File: src/rtl/game_state_ctrl_pkg.sv
// Shared Frogger game definitions: state encodings and geometry constants
// used by the game controller, renderer and car movers.
package game_state_ctrl_pkg;

  typedef enum logic [2:0] {
    ST_IDLE      = 3'd0,
    ST_PLAYING   = 3'd1,
    ST_DYING     = 3'd2,
    ST_LEVEL_UP  = 3'd3,
    ST_GAME_OVER = 3'd4
  } game_state_e;

  localparam int TILE_SIZE    = 32;
  localparam int LEVEL_W      = 4;
  localparam int GUARD_CYCLES = 2;

endpackage

File: src/rtl/game_state_ctrl_bcd_counter_2d.sv
// Two-digit BCD up-counter {tens,ones}; clear has priority, saturates at 99.
module bcd_counter_2d (
  input  logic       clk,
  input  logic       reset,
  input  logic       clr,
  input  logic       inc,
  output logic [7:0] bcd
);

  logic [7:0] bcd_q, bcd_d;

  always_comb begin
    bcd_d = bcd_q;
    if (clr) begin
      bcd_d = 8'h00;
    end else if (inc && (bcd_q != 8'h99)) begin
      if (bcd_q[3:0] == 4'd9) begin
        bcd_d[3:0] = 4'd0;
        bcd_d[7:4] = bcd_q[7:4] + 4'd1;
      end else begin
        bcd_d[3:0] = bcd_q[3:0] + 4'd1;
      end
    end
  end

  always_ff @(posedge clk) begin
    if (reset) bcd_q <= 8'h00;
    else       bcd_q <= bcd_d;
  end

  assign bcd = bcd_q;

endmodule

File: src/rtl/game_state_ctrl.sv
// Frogger game flow: lives, level, score and freeze/respawn sequencing
// driven by collision results from the collision stage.
module game_state_ctrl
  import game_state_ctrl_pkg::*;
#(
  parameter int LIVES_INIT   = 3,
  parameter int MAX_LEVEL    = 9,
  parameter int DEATH_FRAMES = 60,
  parameter int WIN_FRAMES   = 30
) (
  input  logic               clk,
  input  logic               reset,
  input  logic               frame_tick,
  input  logic               start_btn,
  input  logic               death_collision,
  input  logic               win_collision,
  output logic [2:0]         game_state,
  output logic [1:0]         lives,
  output logic [LEVEL_W-1:0] level,
  output logic [7:0]         score_bcd,
  output logic               frog_respawn,
  output logic               freeze
);

  localparam int CNT_MAX = (DEATH_FRAMES > WIN_FRAMES) ? DEATH_FRAMES : WIN_FRAMES;
  localparam int CNT_W   = (CNT_MAX > 1) ? $clog2(CNT_MAX) : 1;

  game_state_e        state_q, state_d;
  logic [1:0]         lives_q, lives_d;
  logic [LEVEL_W-1:0] level_q, level_d;
  logic [CNT_W-1:0]   cnt_q, cnt_d;
  logic [1:0]         guard_q, guard_d;
  logic               respawn_q, respawn_d;
  logic               freeze_q, freeze_d;
  logic               score_clr, score_inc;

  always_comb begin
    state_d   = state_q;
    lives_d   = lives_q;
    level_d   = level_q;
    cnt_d     = cnt_q;
    guard_d   = guard_q;
    respawn_d = 1'b0;
    score_clr = 1'b0;
    score_inc = 1'b0;

    case (state_q)
      ST_IDLE, ST_GAME_OVER: begin
        if (start_btn) begin
          state_d   = ST_PLAYING;
          lives_d   = 2'(LIVES_INIT);
          level_d   = LEVEL_W'(1);
          score_clr = 1'b1;
          respawn_d = 1'b1;
          guard_d   = 2'(GUARD_CYCLES);
        end
      end
      ST_PLAYING: begin
        // Frog position is still settling right after a respawn.
        if (guard_q != 2'd0) begin
          guard_d = guard_q - 2'd1;
        end else if (death_collision) begin
          if (lives_q == 2'd1) begin
            lives_d = 2'd0;
            state_d = ST_GAME_OVER;
          end else begin
            lives_d = lives_q - 2'd1;
            state_d = ST_DYING;
            cnt_d   = '0;
          end
        end else if (win_collision) begin
          score_inc = 1'b1;
          if (level_q < LEVEL_W'(MAX_LEVEL)) level_d = level_q + LEVEL_W'(1);
          state_d = ST_LEVEL_UP;
          cnt_d   = '0;
        end
      end
      ST_DYING, ST_LEVEL_UP: begin
        if (frame_tick) begin
          if (cnt_q == ((state_q == ST_DYING) ? CNT_W'(DEATH_FRAMES - 1)
                                              : CNT_W'(WIN_FRAMES - 1))) begin
            state_d   = ST_PLAYING;
            respawn_d = 1'b1;
            guard_d   = 2'(GUARD_CYCLES);
          end else begin
            cnt_d = cnt_q + CNT_W'(1);
          end
        end
      end
      default: state_d = ST_IDLE;
    endcase

    freeze_d = (state_d != ST_PLAYING);
  end

  always_ff @(posedge clk) begin
    if (reset) begin
      state_q   <= ST_IDLE;
      lives_q   <= 2'(LIVES_INIT);
      level_q   <= LEVEL_W'(1);
      cnt_q     <= '0;
      guard_q   <= 2'd0;
      respawn_q <= 1'b0;
      freeze_q  <= 1'b1;
    end else begin
      state_q   <= state_d;
      lives_q   <= lives_d;
      level_q   <= level_d;
      cnt_q     <= cnt_d;
      guard_q   <= guard_d;
      respawn_q <= respawn_d;
      freeze_q  <= freeze_d;
    end
  end

  bcd_counter_2d u_score (
    .clk   (clk),
    .reset (reset),
    .clr   (score_clr),
    .inc   (score_inc),
    .bcd   (score_bcd)
  );

  assign game_state   = state_q;
  assign lives        = lives_q;
  assign level        = level_q;
  assign frog_respawn = respawn_q;
  assign freeze       = freeze_q;

endmodule
File: config.mk
export PLATFORM = sky130hd
export DESIGN_NAME = game_state_ctrl
export DESIGN_NICKNAME = d
export VERILOG_FILES = /design/src/rtl/game_state_ctrl_pkg.sv /design/src/rtl/game_state_ctrl_bcd_counter_2d.sv /design/src/rtl/game_state_ctrl.sv
export SDC_FILE = /design/constraint.sdc
export NUM_CORES = 1
export LEC_CHECK = 0
export CORE_UTILIZATION = 58
export CTS_BUF_LIST = sky130_fd_sc_hd__clkbuf_4 sky130_fd_sc_hd__clkbuf_8
export CTS_CLUSTER_DIAMETER = 200
export DETAILED_ROUTE_END_ITERATION = 10
export GPL_ROUTABILITY_DRIVEN = 0
export PLACE_DENSITY_LB_ADDON = 0.3
export SYNTH_ARGS = -nofsm -noshare
export SYNTH_HDL_FRONTEND = slang
export SYNTH_SLANG_ARGS = --single-unit
File: constraint.sdc
create_clock -name clk -period 3.2 [get_ports clk]
set_input_delay 0.32 -clock clk [delete_from_list [all_inputs] [get_ports clk]]
set_output_delay 0.32 -clock clk [all_outputs]
set_load 0.03 [all_outputs]
# After elaboration in Yosys (flattened, before gate mapping)

Cells that the tools add are included.

Add/sub/neg operators: 6
Magnitude comparators: 1
Reductions and logical operators: 14
Muxes and demuxes: 42
Equal/unequal tests: 21

Operators by type and width:

| operator                                             | count |
|---|---|
| 2-to-1 mux 6 bit                                     | 7 |
| 2-to-1 mux 4 bit                                     | 6 |
| 2-to-1 mux 3 bit                                     | 7 |
| inequality test 2 bit (second input constant)        | 10 |
| 2-to-1 mux 2 bit                                     | 8 |
| adder 4 x 1 -> 4 bit (second input constant)         | 3 |
| case mux 6 bit (2 select lines)                      | 1 |
| AND reduction 6 bit                                  | 2 |
| case mux 3 bit (3 select lines)                      | 1 |
| 2-to-1 mux 1 bit                                     | 8 |
| inequality test 8 bit (second input constant)        | 1 |
| case mux 4 bit (2 select lines)                      | 1 |
| adder 6 x 1 -> 6 bit (second input constant)         | 1 |
| equality test 3 x 2 -> 1 bit (second input constant) | 2 |
| equality test 6 bit                                  | 1 |
| inequality test 3 bit (second input constant)        | 2 |
| case mux 2 bit (3 select lines)                      | 1 |
| nonzero test 2 bit                                   | 3 |
| OR reduction 2 bit                                   | 3 |
| AND reduction 5 bit                                  | 1 |
| equality test 4 bit (second input constant)          | 1 |
| less-than comparator 4 bit (second input constant)   | 1 |
| case mux 2 bit (2 select lines)                      | 1 |
| AND reduction 4 bit                                  | 1 |
| other kinds (10)                                     | 11 |

Word-level logic and storage cells: 93
Bits in registers: 27

# Logic depth before layout (Yosys ltp)

Gate-level depths: netlist of the first run.

Depth after elaboration: 7
Depth in mapped cells: 8
Mapped depth without buffers: 7

# Modules after synthesis

A second synthesis of the first run with hierarchy kept.

Cells, all modules: 185
Area, all modules: 1,565.3 sq um

By module, submodules not included:

| module          | instances | area an instance (sq um) | cells each |
|---|---|---|---|
| game_state_ctrl | 1         | 1,138.6                  | 137 |
| bcd_counter_2d  | 1         | 426.7                    | 48 |

# Worst setup path before layout of the first run

No wires, ideal clock.

Path type: register to register
Start: register state_q[0] (netlist: game_state[0])
End: register level_q[2] (netlist: level[2])
Buffers on the path: 1
Stages on the path, launching flop included: 7
Clock period less this slack: 2.019 ns
Data arrival time: 1.948 ns
Required time: 3.130 ns
Setup slack: 1.181 ns
Setup time: 0.070 ns
Cells stage by stage: dfxtp_1 -> buf_6 -> or3b_4 -> a2111oi_4 -> o22ai_2 -> or3_1 -> a21oi_1

Cells in the longest elaborated chain, start to end: 4
Elaborated cells between the ends (all ways): 12

Ends and longest elaborated chain:

| item                                                                         | line                   | text |
|---|---|---|
| start: declaration                                                           | game_state_ctrl.sv:28  | `game_state_e state_q, state_d;` |
| start signal: assignment                                                     | game_state_ctrl.sv:106 | `state_q <= state_d;` |
| equality test 3 bit / logical NOT 3 bit (equally long branches)              | game_state_ctrl.sv:47  | `case (state_q)` |
| OR reduction 2 bit                                                           | game_state_ctrl.sv:47  |  |
| inequality test 2 bit (no line) / nonzero test 2 bit (equally long branches) | -                      |  |
| AND reduction 6 bit (no line)                                                | -                      |  |
| end signal: assignment                                                       | game_state_ctrl.sv:108 | `level_q <= level_d;` |
| end: declaration                                                             | game_state_ctrl.sv:30  | `logic [LEVEL_W-1:0] level_q, level_d;` |

Several ways; a longest one is shown, not always the timed one.
A chain may end at the register's enable or synchronous reset.

# Worst setup path after layout of the first run

Same ends and word-level chain as after synthesis.

==> metrics.md, run 1 <==
| Metric | Value |
|---|---|
| Crit path largest cell delay | `approximately 560 ps` |
| Initial antenna violation count | `0` |
| VDD IR max | `just under 0.3 mV` |
| Number of fillers in the final layout | `between 150 and 200` |
| Global route overflow | `0` |
| Clock Sink Count | `27` |
| Worst slew pin tran | `between 500 and 600 ps` |
| Arrival time at the worst endpoint | `approximately 2400 ps` |
| Final slew viol count | `0` |
| RSZ-0062 raised after global routing | `false` |
| FP Rows | `18` |
| Critical Path Sink Type | `flop` |
| Largest net degree at the start of global routing | `16` |
| Max cap viols | `0` |
| Antenna-violating nets left | `0` |
| Initial DRC count | `52` |
| Worst path top cell family by delay | `simple AND/OR/NAND/NOR gates` |
| Async S/R FF share, synth | `0` |
| Die area | `~0.0028 mm2` |
| Clk Latency, worst-skew pair | `330 ps` |
| # setup viols final | `0` |
| WP data required | `roughly 3500 ps` |
| Hold buffers post-CTS | `0` |
| Clock Path Buffers | `2` |
| Vias post-DR | `1,402` |
| Seq/Total Area, Yosys | `0.354` |
| Final Hold Fails | `0` |
| Die Y | `around 53 um` |
| Core area | `approximately 0.0025 mm2` |
| Switching share of total power | `0.324` |
| Postcts setup bufs | `0` |
| Syn avg cell area | `roughly 8.6 um2` |
| H-tree levels | `1` |
| Largest cells by area after synthesis | `dfxtp_1, ha_1, nor2_1` |
| Final nets | `between 200 and 250` |
| Worst path bufs/invs | `0` |
| Die W | `53.3 um` |
| Root buf cell | `clkbuf_4` |
| Post-Synthesis Cells | `178` |
| Clk pin slew, worst setup/hold paths | `150 ps` |
| Primary FF master, synth | `dfxtp_1` |
| Starting Density | `0.616` |
| Post-Syn Nets | `roughly 190` |
| Layout cells sized above 1 | `0.0804` |
| CTS tree | `done` |
| Drt pass-1 iters | `4` |
| Slowest cell on the critical path | `dfxtp_1` |
| WL final | `approximately 3300 um` |
| Drt via density | `around 6.1` |
| Buffers added on ports | `24` |
| Power Density | `387 mW/mm2` |
| Hold Path Class | `reg2reg` |
| Setup Skew | `about 4.4 ps` |
| TNS Setup | `0 ps` |
| Post-CTS sizing | `0` |
| Diode count | `0` |
| Worst-path fanout max | `11` |
| Layout area overhead | `16.7%` |
| Via count of the first global-routing pass | `~1,200` |
| Largest area contributor in the netlist | `dfxtp_1` |
| Final period util | `0.654` |
| Detail Placement HPWL | `around 2400 um` |
| Combinational power share | `0.244` |
| Synthesized cell area | `roughly 0.0015 mm2` |
| CP Class | `reg2reg` |
| Leakage | `~0.64 nW` |
| P_int | `466 uW` |
| Seq cells post-synth | `27` |
| Clock power share | `0.222` |
| EDFF count, synth | `0` |
| Cts bufs inserted | `3` |
| # DRC | `0` |
| Syn. warnings | `0` |
| Number of distinct library cells after synthesis | `46` |
| Fmax | `478 MHz` |
| Tot Pwr | `around 690 uW` |
| Seq pwr share | `0.534` |
| Layout Utilization | `0.719` |
| Ports | `25` |
| First-pass GRT wire length | `slightly above 5000 um` |
| Drt wl/cell | `roughly 14 um` |
| Crit-path cells | `or3b_4, a2111oi_4, o22ai_2, or3_1, a21oi_1` |
| Rel. slew slack | `0.624` |
| Status | `finished clean` |
| Post-layout minimum cycle time | `between 2000 and 2500 ps` |
| Total track usage | `0.240` |
| WHS | `479 ps` |
| Net Sw Power | `223 uW` |
| Share of the synthesized area in the top cell type | `0.354` |
| CP Launch Type | `flop` |
[metal layers]
metal | part of all wire | GRT usage | vias to the layer above
met2 | 0.50 | 0.417 | 54
li1 | - | - | 679
met1 | 0.44 | 0.291 | 665
met5 | 0 | 0 | -
met4 | 0.0091 | 0.0965 | 0
met3 | 0.049 | 0.0316 | 4
[power by group through the flow]
| stage | clock, mW | sequential, mW | combinational, mW |
|---|---|---|---|
| after floorplan | 0 | 0.387 | 0.110 |
| after global placement | 0 | 0.374 | 0.161 |
| after detailed placement | 0 | 0.375 | 0.166 |
| after CTS | 0.153 | 0.367 | 0.167 |
| after global routing | 0.160 | 0.370 | 0.182 |
| final | 0.153 | 0.368 | 0.168 |
[cells in the final DEF, fill, tap and decap left out, types with 4 or more instances in the layout]
cell	netlist	layout
nor2b_1	4	4
inv_1	10	10
clkdlybuf4s50_1	0	24
ha_1	7	7
o21ai_0	9	9
a211oi_1	4	4
nor2_1	19	19
nand3_1	6	6
dfxtp_1	27	27
a21oi_1	10	10
xor2_1	5	5
nand2_1	13	13
[worst register-to-register path, cell delays in order (launching register included)]
cell	delay, ps
dfxtp_1	560
or3b_4	480
a2111oi_4	350
o22ai_2	160
or3_1	350
a21oi_1	140
[metrics by stage]
stage,cells,setup WS (ps),instance area [um2]
final,229,1110,1780
after global routing,229,1040,1780
after CTS,229,1130,1780
after detailed placement,225,1030,1750
after global placement,225,1100,1750
after floorplan,178,1180,1530
[synth_stat cells, types with 2 or more instances]
cell and number:
dfxtp_1 27, nor2_1 19, nand2_1 13, a21oi_1 10, inv_1 10, o21ai_0 9
ha_1 7, nand3_1 6, xor2_1 5, a211oi_1 4, nor2b_1 4, and3_1 3
buf_6 3, clkbuf_1 3, nand2b_1 3, nand4_1 3, nor3_1 3, o211ai_1 3
or2_2 3, or3_1 3, a22o_1 2, a31oi_1 2, a32oi_1 2, and2_1 2
and4bb_2 2, mux2i_1 2, nor3b_1 2, nor4bb_1 2, o21bai_1 2, or3b_2 2
xnor2_1 2
[flip-flops by register name, summed over array words and instances, names as in the netlist]
signal        count
level             4
freeze            1
game_state        3
u_score.bcd       8
frog_respawn      1
guard_q           2
lives             2
cnt_q             6
[cell type report]
class	instances	area (um2)	area share
clock buffers	3	22.5	0.0126
clock inverters	1	5.00	0.00281
inverters	10	37.5	0.0211
multi-input cells	134	897	0.504
flip-flops and latches	27	541	0.304
well taps	30	37.5	0.0211
repair buffers	24	240	0.135
[final timing paths]
check                 from          to  slack, ps  depth (start not counted)
min             guard_q[0]  guard_q[0]        480                          1
max          game_state[0]    level[2]       1110                          5
max reg2reg  game_state[0]    level[2]       1110                          5
min reg2reg     guard_q[0]  guard_q[0]        480                          1
[logic make-up (layout without fill, tap and decap cells)]
group                    after synthesis  after routing  share of synthesized area
XOR/XNOR                               7              7                     0.0402
AO/OA/AOI/OAI                         42             42                      0.195
multiplexers                           2              2                     0.0131
buffers and inverters                 17             38                     0.0574
adder cells (fa/ha/maj)                7              7                     0.0574
flip-flops                            27             27                      0.354
AND/OR/NAND/NOR                       76             76                      0.282
Power figures use the tool's default switching activity.
==> run 2, diff against run 1 <==
--- a/config.mk
+++ b/config.mk
@@ -5,7 +5,7 @@
 export SDC_FILE = /design/constraint.sdc
 export NUM_CORES = 1
 export LEC_CHECK = 0
-export CORE_UTILIZATION = 58
+export CORE_UTILIZATION = 49
 export CTS_BUF_LIST = sky130_fd_sc_hd__clkbuf_4 sky130_fd_sc_hd__clkbuf_8
 export CTS_CLUSTER_DIAMETER = 200
 export DETAILED_ROUTE_END_ITERATION = 10
==> constraint.sdc (replaced) <==
create_clock -name clk -period 1.73 [get_ports clk]
set_input_delay 0.173 -clock clk [delete_from_list [all_inputs] [get_ports clk]]
set_output_delay 0.173 -clock clk [all_outputs]
set_load 0.03 [all_outputs]
==> metrics.md, run 2 (same netlist as run 1, synthesis figures left out) <==
| Metric | Value |
|---|---|
| Worst path bufs/invs | `0 (unchanged)` |
| Layout area overhead | `33.3%` |
| CP Launch Type | `flop` |
| RSZ-0062 raised after global routing | `true` |
| R2r worst-path depth | `5 (unchanged)` |
| Combinational power share | `0.312 (+0.068)` |
| Global route overflow | `0 (unchanged)` |
| WL final | `3800 um (+16%)` |
| Fmax | `575 MHz (+20%)` |
| Root buf cell | `clkbuf_4` |
| Clk Latency, worst-skew pair | `330 ps (about the same)` |
| Seq pwr share | `0.484 (-0.050)` |
| Hold buffers post-CTS | `0 (unchanged)` |
| Max cap viols | `0 (unchanged)` |
| WP data required | `2000 ps (-1480 ps)` |
| Clock Sink Count | `27 (unchanged)` |
| Clock Path Buffers | `2 (unchanged)` |
| R2R Path Start | `game_state[0]` |
| Clock power share | `0.204 (-0.018)` |
| P_int | `938 uW (+100%)` |
| Worst hold start | `guard_q[0]` |
| WHS | `466 ps (-13.1 ps)` |
| Worst reg2reg setup slack | `-8 ps (-1110 ps)` |
| VDD IR max | `0.491 mV (+69%)` |
| Layout Utilization | `0.713 (-0.00597)` |
| Cts bufs inserted | `3 (unchanged)` |
| Total track usage | `0.228 (-0.0111)` |
| CP Capture Point | `level[2]` |
| Rel. slew slack | `0.738 (+0.114)` |
| Die W | `57.8 um (+8.5%)` |
| Beginning of the critical path | `game_state[0]` |
| Crit path largest cell delay | `420 ps (-140 ps)` |
| Drt wl/cell | `15.0 um (+4.6%)` |
| Largest net degree at the start of global routing | `17 (+1)` |
| Worst-path fanout max | `4 (-7)` |
| Post-layout minimum cycle time | `1740 ps (-356 ps)` |
| # DRC | `2 (+2)` |
| Switching share of total power | `0.321 (-0.00309)` |
| Antenna-violating nets left | `0 (unchanged)` |
| Vias post-DR | `1,502 (+7.1%)` |
| Core area | `0.00285 mm2 (+15%)` |
| Via count of the first global-routing pass | `1,460 (+23%)` |
| CP Class | `reg2reg` |
| Drt via density | `5.94 (-3.0%)` |
| Violated checks | `design-rule violations, negative setup slack` |
| H-tree levels | `1 (unchanged)` |
| Starting Density | `0.535 (-0.0810)` |
| Critical Path Sink Type | `flop` |
| Tot Pwr | `1.38 mW (+100%)` |
| Final WS setup | `-7.87 ps (-1110 ps)` |
| Initial DRC count | `53 (+1.9%)` |
| Clk pin slew, worst setup/hold paths | `150 ps (about the same)` |
| Final slew viol count | `0 (unchanged)` |
| Slowest cell on the critical path | `or3b_4` |
| Commonest non-fill, non-tap cells in the layout | `dfxtp_1, buf_4, clkdlybuf4s50_1` |
| Detail Placement HPWL | `2850 um (+20%)` |
| RR Endpoint | `level[2]` |
| Buffers added on ports | `24 (unchanged)` |
| CTS tree | `done` |
| Post-route cell area | `0.00203 mm2 (+14%)` |
| Die area | `0.00334 mm2 (+18%)` |
| Final nets | `236 (+11%)` |
| Ports | `25 (unchanged)` |
| Diode count | `0 (unchanged)` |
| Status | `complete, but fails checks` |
| Net Sw Power | `443 uW (+98%)` |
| Final period util | `1.00 (+0.350)` |
| Worst slew pin tran | `388 ps (-174 ps)` |
| FP Rows | `19 (+1)` |
| Leakage | `0.805 nW (+27%)` |
| Crit-path cells | `or3b_4, a2111oi_4, o22ai_2, or3_1, a21oi_1` |
| First-pass GRT wire length | `6040 um (+19%)` |
| CP Depth | `5 (unchanged)` |
| # setup viols final | `2 (+2)` |
| Layout cells sized above 1 | `0.230 (+0.149)` |
| Setup Skew | `4.38 ps (-0.0193 ps)` |
| Initial antenna violation count | `0 (unchanged)` |
| Power Density | `679 mW/mm2 (+75%)` |
| Die Y | `57.8 um (+8.5%)` |
| Max FFs per register | `8 (unchanged)` |
| Worst path top cell family by delay | `simple AND/OR/NAND/NOR gates` |
| Drt pass-1 iters | `7 (+3)` |
| Arrival time at the worst endpoint | `2010 ps (-360 ps)` |
| Area of placed instances | `0.00194 mm2 (+11%)` |
| Hold Path Class | `reg2reg` |
| Final Hold Fails | `0 (unchanged)` |
run 2: how the worst min path moves through the flow:
stage | to | depth (start not counted)
2_1_floorplan | level[0] | 2
3_3_place_gp | guard_q[0] | 1
3_5_place_dp | guard_q[0] | 1
4_1_cts | game_state[2] | 4
5_1_grt | guard_q[0] | 1
6_report | guard_q[0] | 1
run 2: repair_timing:
action	CTS	global route
buffers inserted	0	2
endpoints found under the setup margin	3	14
pin swaps	3	4
resized for setup	2	11
run 2: layer usage:
metal | vias up | share of wire | global-route usage
li1 | 721 | - | -
met5 | - | 0 | 0
met4 | 0 | 0.024 | 0.0748
met2 | 58 | 0.50 | 0.434
met1 | 711 | 0.42 | 0.263
met3 | 12 | 0.052 | 0.0313
run 2: final cells by class:
class | instances | area [um2]
clock inverter | 1 | 7.51
inverter | 10 | 37.5
tap | 31 | 38.8
multi-input combinational | 134 | 942
sequential | 27 | 552
clock buffer | 3 | 22.5
fill | 218 | 820
timing repair buffer | 47 | 433
run 2: through the flow:
stage | setup WS (ps) | instances | TNS, ps
after CTS | 0.435 | 251 | 0
after global placement | -81.4 | 247 | -83.5
after detailed placement | -137 | 247 | -269
after global routing | -100 | 253 | -194
after floorplan | -51.6 | 178 | -51.6
final | -7.87 | 253 | -10.8
run 2: power by group through the flow:
stage | Clock, mW | Combinational [mW] | Sequential (mW)
after CTS | 0.282 | 0.402 | 0.667
after global routing | 0.311 | 0.459 | 0.671
final | 0.281 | 0.431 | 0.668
after detailed placement | 0 | 0.398 | 0.681
after floorplan | 0 | 0.204 | 0.716
after global placement | 0 | 0.380 | 0.679
==> run 3, diff against run 2 <==
--- a/config.mk
+++ b/config.mk
@@ -9,7 +9,6 @@
 export CTS_BUF_LIST = sky130_fd_sc_hd__clkbuf_4 sky130_fd_sc_hd__clkbuf_8
 export CTS_CLUSTER_DIAMETER = 200
 export DETAILED_ROUTE_END_ITERATION = 10
-export GPL_ROUTABILITY_DRIVEN = 0
 export PLACE_DENSITY_LB_ADDON = 0.3
 export SYNTH_ARGS = -nofsm -noshare
 export SYNTH_HDL_FRONTEND = slang
==> results of run 3 <==
Final layout, timing and power as in run 2 (identical DEF).
